===== config.mk =====
export PLATFORM = sky130hd
export DESIGN_NAME = ttl_interval_ctrl
export DESIGN_NICKNAME = d
export VERILOG_FILES = /design/src/rtl/ttl_interval_ctrl.sv
export SDC_FILE = /design/constraint.sdc
export NUM_CORES = 1
export LEC_CHECK = 0
export BUFFER_PORTS_ARGS = -buffer_cell sky130_fd_sc_hd__buf_2
export CAP_MARGIN = 20
export CORE_MARGIN = 10
export CORE_UTILIZATION = 38
export DETAILED_ROUTE_END_ITERATION = 7
export GPL_ROUTABILITY_DRIVEN = 0
export PLACE_DENSITY = 0.65
export SLEW_MARGIN = 20
export SYNTH_ARGS = -nofsm -noshare
export SYNTH_HDL_FRONTEND = slang
export SYNTH_SLANG_ARGS = --single-unit

===== constraint.sdc =====
create_clock -name Clk -period 2.4 [get_ports Clk]
set_input_delay 0.6 -clock Clk [delete_from_list [all_inputs] [get_ports Clk]]
set_output_delay 0.6 -clock Clk [all_outputs]
set_load 0.005 [all_outputs]

===== src/rtl/ttl_interval_ctrl.sv =====
// Control FSM for a cascaded 74161 counter chain forming a programmable interval timer.
// Drives load/enable/reload value into the chain and turns its ripple-carry into Tick/Overrun flags.
module ttl_interval_ctrl #(
    parameter int WIDTH = 8
) (
    input  logic             Clk,
    input  logic             Clear,
    input  logic             Start,
    input  logic             Stop,
    input  logic             Periodic,
    input  logic [WIDTH-1:0] Period,
    input  logic             RCO,
    input  logic             Tick_ack,
    output logic             Ctr_clear_bar,
    output logic             Load_bar,
    output logic             ENT,
    output logic             ENP,
    output logic [WIDTH-1:0] D,
    output logic             Busy,
    output logic             Tick,
    output logic             Overrun
);

    typedef enum logic [1:0] {
        ST_IDLE = 2'd0,
        ST_LOAD = 2'd1,
        ST_RUN  = 2'd2
    } state_t;

    state_t           state_q, state_d;
    logic [WIDTH-1:0] per_q, per_d;
    logic [WIDTH-1:0] d_q, d_d;
    logic             mode_q, mode_d;
    logic             tick_q, tick_d;
    logic             overrun_q, overrun_d;
    logic             terminal_s;

    // Next-state, latched configuration and sticky flag logic
    always_comb begin
        state_d    = state_q;
        per_d      = per_q;
        mode_d     = mode_q;
        tick_d     = tick_q;
        overrun_d  = overrun_q;
        terminal_s = (state_q == ST_RUN) && RCO;

        case (state_q)
            ST_IDLE: begin
                if (Start && !Stop) begin
                    per_d   = Period;
                    mode_d  = Periodic;
                    state_d = ST_LOAD;
                end else begin
                    state_d = ST_IDLE;
                end
            end
            ST_LOAD: begin
                if (Stop) begin
                    state_d = ST_IDLE;
                end else begin
                    state_d = ST_RUN;
                end
            end
            ST_RUN: begin
                if (Stop) begin
                    state_d = ST_IDLE;
                end else if (terminal_s && !mode_q) begin
                    state_d = ST_IDLE;
                end else begin
                    state_d = ST_RUN;
                end
            end
            default: begin
                state_d = ST_IDLE;
            end
        endcase

        // An ack coinciding with a completion loses to it, without flagging overrun
        if (terminal_s) begin
            tick_d = 1'b1;
            if (tick_q && !Tick_ack) begin
                overrun_d = 1'b1;
            end else begin
                overrun_d = overrun_q;
            end
        end else if (Tick_ack) begin
            tick_d = 1'b0;
        end else begin
            tick_d = tick_q;
        end

        // Reload value tracks the next period so it is ready during the LOAD cycle
        d_d = {WIDTH{1'b0}} - per_d;
    end

    // State and configuration registers with synchronous clear
    always_ff @(posedge Clk) begin
        if (Clear) begin
            state_q   <= ST_IDLE;
            per_q     <= {WIDTH{1'b0}};
            d_q       <= {WIDTH{1'b0}};
            mode_q    <= 1'b0;
            tick_q    <= 1'b0;
            overrun_q <= 1'b0;
        end else begin
            state_q   <= state_d;
            per_q     <= per_d;
            d_q       <= d_d;
            mode_q    <= mode_d;
            tick_q    <= tick_d;
            overrun_q <= overrun_d;
        end
    end

    // Chain controls; the periodic reload path is combinational from RCO so intervals abut
    always_comb begin
        Ctr_clear_bar = ~Clear;
        Load_bar      = ~((state_q == ST_LOAD) ||
                          ((state_q == ST_RUN) && RCO && mode_q && !Stop));
        ENT           = (state_q == ST_RUN);
        ENP           = (state_q == ST_RUN);
        D             = d_q;
        Busy          = (state_q != ST_IDLE);
        Tick          = tick_q;
        Overrun       = overrun_q;
    end

endmodule


==> results of run 1 <==
==> registers in the layout (all words and copies together), names as in the netlist <==
name	count
mode_q	1
per_q	8
Overrun	1
state_q	2
Tick	1
D	7
==> per-layer routing <==
metal | track usage (%) | routed length, um | part of all wire, %
met1 | 8.47 | 821 | 41
met2 | 14.9 | 1030 | 51
met3 | 3.71 | 146 | 7.2
met4 | 3.33 | 16 | 0.79
met5 | 0 | 0 | 0
==> cells by family after synthesis <==
group / Yosys count
AO/OA/AOI/OAI: 11
XOR/XNOR: 2
adder cells (fa/ha/maj): 1
buffers and inverters: 8
flip-flops: 20
multiplexers: 12
AND/OR/NAND/NOR: 40
==> cell type report <==
class | instances | area (sq um) | share of cell area (%)
sequential | 20 | 400 | 36.2
tap | 28 | 35.0 | 3.16
timing repair buffer | 32 | 168 | 15.1
multi-input combinational | 66 | 470 | 42.5
clock buffer | 3 | 22.5 | 2.03
inverter | 3 | 11.3 | 1.02
==> through the flow <==
| step | util (%) | setup WS (ns) | instance area, sq um | hold WS, ns | cells |
|---|---|---|---|---|---|
| detailed placement | 48.1 | 0.0394 | 1080 | 0.467 | 149 |
| global route | 49.1 | 0.254 | 1110 | 0.521 | 152 |
| finish | 49.1 | 0.358 | 1110 | 0.486 | 152 |
| floorplan | - | 0.109 | 916 | 0.444 | 94 |
| global placement | 48.1 | 0.0722 | 1080 | 0.460 | 149 |
| CTS | 49.1 | 0.346 | 1110 | 0.484 | 152 |
==> final timing paths <==
kind / to / start / cells after the start
worst max-delay path: D[4] / Stop / 7
worst min-delay path: mode_q / mode_q / 2
worst max register to register: D[4] / state_q[1] / 6
worst min register to register: mode_q / mode_q / 2
==> report_power, final <==
part / leakage [nW] / switching, mW / internal [mW]
clock: 0.0138 / 0.0947 / 0.0583
sequential: 0.164 / 0.00983 / 0.355
combinational: 0.350 / 0.0651 / 0.0735
==> cells in the final DEF, fill, tap and decap left out <==
| cell | instances |
|---|---|
| a21oi_1 | 6 |
| a41oi_1 | 1 |
| and2_1 | 2 |
| buf_2 | 29 |
| buf_4 | 3 |
| clkbuf_4 | 3 |
| dfxtp_1 | 20 |
| ha_1 | 1 |
| inv_1 | 3 |
| mux2_2 | 1 |
| mux2_4 | 2 |
| mux2i_1 | 7 |
| mux2i_4 | 2 |
| nand2_1 | 5 |
| nand2b_1 | 2 |
| nand3_1 | 4 |
| nor2_1 | 13 |
| nor2b_1 | 3 |
| nor3_1 | 3 |
| nor4b_2 | 1 |
| o21ai_0 | 1 |
| o21ba_2 | 1 |
| o31ai_1 | 2 |
| or2_2 | 1 |
| or3_1 | 3 |
| or4_1 | 2 |
| or4b_4 | 1 |
| xnor2_1 | 2 |
==> critical path, stage by stage <==
cell	delay, ns
buf_2	0.12
or4b_4	0.55
mux2i_1	0.21
ha_1	0.23
inv_1	0.07
or3_1	0.36
a21oi_1	0.13
==> results.md, run 1 <==
- Die ar.: 4770 sq um
- First-pass GRT wire length: 3.45 mm
- # DRC: 0
- Row count: 17
- Worst setup path category: in2reg
- Pwr Density: 593 nW/um^2
- Mux contribution to synthesized area: 17.1%
- Asr flop ratio synth: 0%
- Ports: 30
- Synth area leader: dfxtp_1
- Cts bufs inserted: 3
- Tmin final: 2.04 ns
- Clk_lat worst skew: 0.29 ns
- Cells after Synth: 94
- Core area: 2250 sq um
- Initial antenna violation count: 0
- Cells resized by post-CTS repair: 0
- DRT iter0 DRCs: 17
- Final hold viol count: 0
- Sequential share of the synthesized area: 43.7%
- Synth top area share: 43.7%
- Final worst-path cycle share: 85.1%
- Largest net degree at the start of global routing: 19
- Ys flop type: dfxtp_1
- Number of global-route vias before repair: 788
- RSZ-0062 raised after global routing: false
- Synth Warn #: 0
- Mean Syn Cell Area: 9.74 sq um
- Dpl hpwl: 1.66 mm
- F_max: 490 MHz
- Post-synthesis compound-gate area fraction: 7.51%
- IO Port Bufs: 29
- Maximum VDD drop: 0.357 mV
- Die Span X: 69.1 um
- Most frequent cell after synthesis: dfxtp_1
- Worst Clk Skew: 0.00880 ns
- CTS clk-pin slew, worst paths: 0.11 ns
- Leakage dissipation: 0.528 nW
- Clk sink count: 20
- Vias/cell: 4.85
- Avg WL per Cell: 13.3 um
- Status: complete, no violations
- Fin nets: 142
- Post-synthesis xor/xnor area fraction: 1.91%
- Critical-path maximum fanout: 4
- Via count: 737
- Total power: 0.657 mW
- Max-slew violations: 0
- Setup TNS: 0 ns
- Flop-to-flop setup slack: 0.43 ns
- Die H: 69.1 um
- Syn Std Cell Area: 916 sq um
- # setup viols final: 0
- Post-route ant nets: 0
- Cell variety after synth: 28
- Worst slew margin: 76.0%
- Min-delay worst type: reg2reg
- Synth-to-layout area growth: 20.9%
- Critical Path End Type: register
- Routed WL: 2.02 mm
- Clock root buffer: clkbuf_4
- Max H-tree Level: 1
- # Post-CTS Setup Buffers: 0
- CTS tree: built
- Critical Path RT: 2.64 ns
- Post-synth EDFFs: 0
- Worst-Margin Slew: 0.358 ns
- Syn_nets: 110
- CP arrival: 2.28 ns
- Clock buffer depth: 2
- Synthesized flop and latch total: 20
- # fillers: 236
- Max Cap Viol: 0
- Post-Synth Adder-Cell Area: 1.37%
- Cts hold-fix bufs: 0
- Gr usage total: 8.47%
- Largest family of logic cells by synthesized area: simple AND/OR/NAND/NOR gates
- Post-synth top cells: dfxtp_1 (20), nor2_1 (13), mux2i_1 (7), a21oi_1 (6), nand2_1 (5)
- DR pass1 iterations: 4
- Initial Util: 40.6%
- Total gr overflow: 0
- # diodes: 0
- Layout cells sized above 1: 35.5%
- Top cells by area, synth: dfxtp_1 (44%), mux2i_1 (7.7%), nor2_1 (5.3%)
- Critical Path Start Type: input pin
- Area share of and/or/nand/nor cells after synthesis: 23.5%
No activity file was read; power rests on OpenSTA's default activity.
==> run 2, diff against run 1 <==
Settings changed: PLACE_DENSITY 0.65 to default, PLACE_DENSITY_LB_ADDON from default to 0.1, SKIP_CTS_REPAIR_TIMING from default to 1.
==> results.md, run 2 (same netlist as run 1, synthesis figures left out) <==
- Status: complete, no violations
- Hold path cells: 2
- CP arrival: 2.29 ns
- RSZ-0062 raised after global routing: false
- Routed WL: 2.11 mm
- Vias/cell: 4.99
- Final core utilization: 49.7%
- Worst Clk Skew: 0.00630 ns
- Fin nets: 142
- Clock share of power: 27.4%
- Place WS: 0.0375 ns
- Reg2reg end: D[4]
- # fillers: 246
- Most common cell after layout, fill and taps aside: buf_2
- CTS tree: built
- Final Worst Setup Slack: 0.339 ns
- Number of global-route vias before repair: 783
- CTS clk-pin slew, worst paths: 0.10 ns
- Largest register FFs: 8
- Die Span X: 69.1 um
- Gr usage total: 8.86%
- # diodes: 0
- Critical path cell sequence: buf_2 -> or4b_4 -> mux2i_1 -> ha_1 -> inv_1 -> or3_1 -> a21oi_1
- Initial antenna violation count: 0
- WHS Endpoint: mode_q
- Clk sink count: 20
- DRT iter0 DRCs: 38
- Clk_lat worst skew: 0.29 ns
- Post-route ant nets: 0
- Ports: 30
- # DRC: 0
- Min-delay worst type: reg2reg
- Seq pwr share: 52.6%
- Row count: 17
- Flop-to-flop setup slack: 0.41 ns
- Largest net degree at the start of global routing: 19
- # setup viols final: 0
- Clock root buffer: clkbuf_4
- Comb pwr share: 20.0%
- Leakage dissipation: 0.535 nW
- Largest Register: per_q
- Max-slew violations: 0
- Worst slew margin: 77.4%
- Worst hold margin: 0.480 ns
- Pint: 0.521 mW
- Most frequent cells in the layout: buf_2 (29), dfxtp_1 (20), nor2_1 (13), mux2i_1 (7), a21oi_1 (6)
- Net Sw Power: 0.174 mW
- Clock buffer depth: 2
- Max H-tree Level: 1
- Worst-Margin Slew: 0.338 ns
- Die H: 69.1 um
- Setup TNS: 0 ns
- Critical-path maximum fanout: 4
- Total gr overflow: 0
- Max Cap Viol: 0
- Hold path start: mode_q
- Final worst-path cycle share: 85.9%
- Final hold viol count: 0
- Cells on worst reg2reg path: 6
- Critical Path Start Type: input pin
- Via count: 764
- DR pass1 iterations: 4
- Total power: 0.695 mW
- Initial Util: 40.6%
- Maximum VDD drop: 0.475 mV
- Dpl hpwl: 1.69 mm
- Core area: 2250 sq um
- Pwr Density: 620 nW/um^2
- First-pass GRT wire length: 3.59 mm
- Critical-path top delay cell: or4b_4
- Largest stage delay, worst path: 0.54 ns
- Synth-to-layout area growth: 22.4%
- Tmin final: 2.06 ns
- Die ar.: 4770 sq um
- Avg WL per Cell: 13.8 um
- Critical Path End Type: register
- Worst setup path category: in2reg
- Layout cells sized above 1: 36.0%
- Critical Path RT: 2.63 ns
- Cts bufs inserted: 3
- IO Port Bufs: 29
- Reg2reg start: state_q[1]
- Sw Ratio: 25.0%
- F_max: 485 MHz
## run 2: cell count changes in the layout (fill, tap and decap cells not counted)
cell | previous run | this run
clkbuf_8 | 0 | 1
## run 2: final cells by class
class                      count  area [sq um]  area share (%)
tap                           28          35.0            3.12
timing repair buffer          32           168            15.0
clock buffer                   4          36.3            3.24
inverter                       3          11.3            1.00
sequential                    20           400            35.7
multi-input combinational     66           470            42.0
## run 2: per-layer routing
metal  vias to the layer above  wire length (um)  global-route usage (%)
li1                        387                 -                       -
met1                       354               901                    9.82
met2                        21              1010                    14.3
met3                         2               190                    3.71
met4                         0                10                    3.99
met5                         -                 0                       0
## run 2: worst max-delay path, delay by kind of cell
family	cells	cell delay [ns]
buffers and inverters	2	0.19
and+or+nand+nor	2	0.90
adders and majority gates	1	0.24
AOI/OAI and AO/OA	1	0.14
muxes	1	0.21
## run 2: worst max-delay path by stage
| stage | start | to | slack [ns] | cells past startpoint |
|---|---|---|---|---|
| 5_1_grt | Stop | D[4] | 0.23 | 7 |
| 3_5_place_dp | Stop | D[4] | 0.04 | 7 |
| 2_1_floorplan | Stop | D[4] | 0.11 | 7 |
| 3_3_place_gp | Stop | D[6] | 0.06 | 6 |
| 4_1_cts | Stop | D[4] | 0.33 | 7 |
| 6_report | Stop | D[4] | 0.34 | 7 |
## run 2: metrics by stage
stage / instance area, sq um / cells
2_1_floorplan: 916 / 94
3_3_place_gp: 1080 / 149
3_5_place_dp: 1080 / 149
4_1_cts: 1120 / 153
5_1_grt: 1120 / 153
6_report: 1120 / 153
## run 2: power by group through the flow
| stage | Sequential [mW] | Clock [mW] | Combinational [mW] |
|---|---|---|---|
| final | 0.366 | 0.190 | 0.139 |
| after global routing | 0.369 | 0.210 | 0.156 |
| after CTS | 0.366 | 0.198 | 0.142 |
| after detailed placement | 0.374 | 0 | 0.141 |
| after global placement | 0.372 | 0 | 0.140 |
| after floorplan | 0.374 | 0 | 0.0896 |
